===== src/rtl/elm_pkg.sv =====
// Shared arithmetic helpers and activation selectors for the ELM neuron datapath.
// All helpers work on 64-bit signed containers; the width argument selects the clamp range.
package elm_pkg;

  localparam int ACT_RELU   = 0;
  localparam int ACT_LINEAR = 1;

  function automatic logic signed [64:0] sat_clamp(input logic signed [64:0] v, input int w);
    logic signed [64:0] hi;
    logic signed [64:0] lo;
    hi = (65'sd1 <<< (w - 1)) - 65'sd1;
    lo = -(65'sd1 <<< (w - 1));
    if (v > hi) begin
      sat_clamp = hi;
    end else if (v < lo) begin
      sat_clamp = lo;
    end else begin
      sat_clamp = v;
    end
  endfunction

  // Saturating signed add; operands must already lie inside the w-bit signed range.
  function automatic logic signed [63:0] sat_add(input logic signed [63:0] a,
                                                 input logic signed [63:0] b,
                                                 input int w);
    logic signed [64:0] s;
    logic signed [64:0] c;
    s = {a[63], a} + {b[63], b};
    c = sat_clamp(s, w);
    sat_add = c[63:0];
  endfunction

  function automatic logic signed [63:0] sat_narrow(input logic signed [63:0] a, input int w);
    logic signed [64:0] s;
    logic signed [64:0] c;
    s = {a[63], a};
    c = sat_clamp(s, w);
    sat_narrow = c[63:0];
  endfunction

endpackage


===== src/rtl/elm_activation.sv =====
// Combinational output stage: bias add, rescale to dataWidth, saturate and activate.
module elm_activation
  import elm_pkg::*;
#(
  parameter int dataWidth = 16,
  parameter int fracBits  = 12,
  parameter int actType   = 0
) (
  input  logic [2*dataWidth-1:0] sum,
  input  logic [dataWidth-1:0]   bias,
  output logic [dataWidth-1:0]   y
);

  localparam int PW = 2 * dataWidth;

  logic signed [PW-1:0]        bias_ext;
  logic signed [63:0]          biased;
  logic signed [63:0]          shifted;
  logic signed [63:0]          narrowed;
  logic        [dataWidth-1:0] nar;

  // Bias is aligned to the product's fixed point before the add.
  always_comb begin
    bias_ext = PW'($signed(bias)) <<< fracBits;
    biased   = sat_add(64'($signed(sum)), 64'(bias_ext), PW);
    shifted  = biased >>> fracBits;
    narrowed = sat_narrow(shifted, dataWidth);
    nar      = narrowed[dataWidth-1:0];
    case (actType)
      ACT_RELU:   y = nar[dataWidth-1] ? '0 : nar;
      ACT_LINEAR: y = nar;
      default:    y = nar;
    endcase
  end

endmodule


===== src/rtl/elm_neuron_mac.sv =====
// ELM hidden-layer neuron: weight fetch, multiply, saturating accumulate over one
// input vector, then bias + activation into a registered output word.
module elm_neuron_mac
  import elm_pkg::*;
#(
  parameter int numWeight    = 784,
  parameter int addressWidth = 10,
  parameter int dataWidth    = 16,
  parameter int fracBits     = 12,
  parameter int actType      = 0
) (
  input  logic                  clk,
  input  logic                  rst,
  input  logic [dataWidth-1:0]  myinput,
  input  logic                  myinputValid,
  output logic                  ren,
  output logic [addressWidth:0] raddr,
  input  logic [dataWidth-1:0]  wout,
  input  logic [dataWidth-1:0]  bias,
  output logic [dataWidth-1:0]  out,
  output logic                  outvalid
);

  localparam int PW = 2 * dataWidth;
  localparam int AW = addressWidth + 1;
  localparam logic [addressWidth:0] LAST = AW'(numWeight - 1);
  localparam logic [addressWidth:0] ONE  = AW'(1);

  logic [addressWidth:0]       wcnt;
  logic [addressWidth:0]       pcnt;
  logic signed [dataWidth-1:0] in_r;
  logic                        valid1_r;
  logic signed [PW-1:0]        mul_r;
  logic                        valid2_r;
  logic signed [PW-1:0]        acc_r;
  logic signed [PW-1:0]        sum_r;
  logic                        valid3_r;
  logic signed [PW-1:0]        acc_next_s;
  logic signed [63:0]          acc_wide_s;
  logic [dataWidth-1:0]        act_s;

  assign ren   = myinputValid;
  assign raddr = wcnt;

  // Saturating next value of the running sum.
  always_comb begin
    acc_wide_s = sat_add(64'(acc_r), 64'(mul_r), PW);
    acc_next_s = acc_wide_s[PW-1:0];
  end

  elm_activation #(
    .dataWidth(dataWidth),
    .fracBits (fracBits),
    .actType  (actType)
  ) u_act (
    .sum (sum_r),
    .bias(bias),
    .y   (act_s)
  );

  // Pipeline: each stage advances only when its own valid flag is set.
  always_ff @(posedge clk) begin
    if (rst) begin
      wcnt     <= '0;
      pcnt     <= '0;
      in_r     <= '0;
      valid1_r <= 1'b0;
      mul_r    <= '0;
      valid2_r <= 1'b0;
      acc_r    <= '0;
      sum_r    <= '0;
      valid3_r <= 1'b0;
      out      <= '0;
      outvalid <= 1'b0;
    end else begin
      if (myinputValid) begin
        wcnt <= (wcnt == LAST) ? '0 : wcnt + ONE;
        in_r <= $signed(myinput);
      end
      valid1_r <= myinputValid;

      if (valid1_r) begin
        mul_r <= PW'(in_r) * PW'($signed(wout));
      end
      valid2_r <= valid1_r;

      // Last term hands the sum off and clears acc so the next vector starts at once.
      valid3_r <= 1'b0;
      if (valid2_r) begin
        if (pcnt == LAST) begin
          sum_r    <= acc_next_s;
          acc_r    <= '0;
          pcnt     <= '0;
          valid3_r <= 1'b1;
        end else begin
          acc_r <= acc_next_s;
          pcnt  <= pcnt + ONE;
        end
      end

      outvalid <= valid3_r;
      if (valid3_r) begin
        out <= act_s;
      end
    end
  end

endmodule

===== config.mk =====
export PLATFORM = sky130hd
export DESIGN_NAME = elm_neuron_mac
export DESIGN_NICKNAME = d
export VERILOG_FILES = /design/src/rtl/elm_pkg.sv /design/src/rtl/elm_activation.sv /design/src/rtl/elm_neuron_mac.sv
export SDC_FILE = /design/constraint.sdc
export NUM_CORES = 1
export LEC_CHECK = 0
export ABC_AREA = 1
export CORE_MARGIN = 8
export CORE_UTILIZATION = 65
export DETAILED_ROUTE_END_ITERATION = 12
export PLACE_DENSITY = 0.89
export SYNTH_ARGS = -nofsm -noshare
export SYNTH_HDL_FRONTEND = slang
export SYNTH_HIERARCHICAL = 1
export SYNTH_SLANG_ARGS = --single-unit
export TNS_END_PERCENT = 1

===== constraint.sdc =====
create_clock -name clk -period 16.3 [get_ports clk]
set_clock_uncertainty 0.05 [all_clocks]
set_input_delay 3.26 -clock clk [delete_from_list [all_inputs] [get_ports clk]]
set_output_delay 3.26 -clock clk [all_outputs]
set_load 0.1 [all_outputs]

==> results list <==
* Antenna-violating nets left: 0
* Average wire length per cell after detail routing: 16.5 um
- Number of hold violations in the final report: 0
* Final Non-Filler Cells: 3,202
* Reg-to-reg slack, setup: 9590 ps
- Setup bufs post-CTS: 0
- Hold-fix buffers at CTS: 0
* Initial Utilization: 0.661
- The share of total power dissipated in sequential elements is 0.127.
- Row generation in the floorplan step produced 63 rows.
* Hpwl dp: 42.4 mm
- Synthesis-to-finish area growth: 7.57%
* Critical path required time: 16,590 ps
- Minimum clock period after layout: 9590 ps
- The worst setup path is launched from a primary input.
- The share of total power dissipated in the clock network is 0.130.
- Number of global-route vias before repair: 17,600
- Fillcell total: 2,461
- Inserted Clock Buffers: 17
- In this run the horizontal extent of the chip is 190 um.
- The initial antenna violation count came to 0.
* Worst Path Class, Setup: in -> reg
- Power Density: 161 nW/um^2
- Placeable core region: 29,600 sq um
- Global-route usage over all layers: 0.300
- The flow ran to the end, and the final reports show no timing, DRC or antenna violations.
- Most common cell after layout, fill and taps aside: nand2_1
- After detailed routing, the number of vias per cell comes to 5.47.
- Worst relative slew slack: 0.167
- Number of primary I/O pins: 80
- Final setup violating endpoints: 0
- Data arrives at the worst endpoint at 9880 ps.
- Based on the critical path, the design can be clocked at up to 0.104 GHz.
* Clock insertion delay at the later pin of the skew report: 440 ps
- The sequential cells in the finished layout cover a total of 2840 sq um.
* Post_cts resized: 0
* Area of the multi-input gates: 13,900 sq um
- Internal power component: 1540 uW
- Kind of end point of the critical path: flip-flop
- Once placement completed, the tool counted placed cells totaling 3,170.
- For this run the aggregate overflow at the end of global routing stands at 0.
- The die covers 35,900 sq um.
- CTS saw 142 sinks.
- Global-route wire length before repair: 87.6 mm
- Total negative slack: 0 ps
- Clock-pin transition on the worst setup and hold timing paths: 70 ps
- The detailed router finished its first iteration with 1,434 violations.
* Number of warnings reported in the yosys synthesis log: 6
- The routed design has 52.7 mm of wire.
- The longest clock path from root to sink contains 2 buffers.
- Syn Area/Cell: 6.98 sq um
- Clock tree from TritonCTS: done
* Placer Congestion: 0.967
- Root buffer selected by CTS: clkbuf_16
* Port-buffer cells: 79
- In the final layout, the share of cells above drive strength 1 is 0.0423.
* Total power: 3390 uW
- Via total after detailed routing: 17,500
* H-tree level count: 4
- Net switching power: 1850 uW
* Sw Ratio: 0.546
- Final worst-path cycle share: 0.588
- Hold timing on the final database bottoms out at a slack of 405 ps.
- Most frequent cells in the layout: 792 x nand2_1, 614 x inv_1, 264 x fa_1
* Final slew viol count: 0
- Before antenna repair, the detailed router went through 6 iterations.
- In the final design database the tool counted 3,250 nets.
- Share of total power in combinational logic: 0.743
- For this design the static power due to leakage is 0.0119 uW.
- In the routed design, unresolved DRC markers number 0.
* Max FO, Critical Path: 16
- Post-Synthesis Cell Area: 19,600 sq um
- 0 antenna diodes ended up in the layout.
- Across the run, the number of max-cap violations was 0.
* Die Span Y: 190 um
- The cell count after synthesis came out at 2,807.
- For the pin with the worst max-slew slack, the measured transition is 1240 ps.
* Pin count of the biggest net entering global routing: 54
- The tightest min-delay check is of the reg -> reg type.
- Maximum vdd ir drop: 0.322 mV
- Unrepaired setup endpoints after global routing: no
- Synthesis produced a netlist with a net count of 3,258.
final timing paths:
kind | start | endpoint | depth (start not counted)
worst max-delay path | wout[5] | mul_r[28] | 20
worst min-delay path | sum_r[23] | sum_r[23] | 2
worst max register to register | in_r[15] | mul_r[28] | 19
worst min register to register | sum_r[23] | sum_r[23] | 2
stage by stage:
step           cell area, sq um  setup slack, ps  utilization
2_1_floorplan             19600             7350            -
6_report                  21100             6710        0.711
4_1_cts                   21100             6760        0.711
3_3_place_gp              20400             6450        0.689
5_1_grt                   21100             6290        0.711
3_5_place_dp              20400             6340        0.689
power groups by stage:
stage | Combinational, uW | Clock [uW] | Sequential, uW
finish | 2520 | 440 | 430
detailed placement | 2480 | 0 | 437
global placement | 2450 | 0 | 436
floorplan | 1870 | 0 | 409
global route | 2870 | 456 | 433
CTS | 2500 | 443 | 429
cell type report:
| cell class | count | area share |
|---|---|---|
| Clock buffer | 18 | 0.0208 |
| Clock inverter | 14 | 0.00974 |
| Inverter | 636 | 0.113 |
| Multi-Input combinational cell | 1919 | 0.659 |
| Sequential cell | 142 | 0.135 |
| Tap cell | 390 | 0.0232 |
| Timing Repair Buffer | 83 | 0.0387 |
flip-flops by register name (all words and copies together) (netlist names):
signal,flops
in_r,16
pcnt,11
acc_r,32
valid1_r,1
out,16
valid3_r,1
raddr,11
valid2_r,1
mul_r,32
outvalid,1
sum_r,20
worst max-delay path: stages:
cell	delay, ps
clkdlybuf4s50_1	960
nand2_1	250
fa_1	650
inv_1	80
fa_1	970
fa_1	540
fa_1	490
fa_1	550
inv_1	60
fa_1	530
inv_1	40
ha_1	350
nand2_1	130
nor2_1	210
nand2_1	110
or2_2	340
nand4_1	100
nand3_1	110
nand2_1	90
inv_1	40
metal layers:
layer,wire length [um],global-route usage,up-vias
met5,0,0,-
li1,-,-,8322
met2,24800,0.499,710
met3,4380,0.0568,92
met4,1140,0.0791,0
met1,22300,0.399,8385
Note: power is estimated with default switching activity, not from simulation.
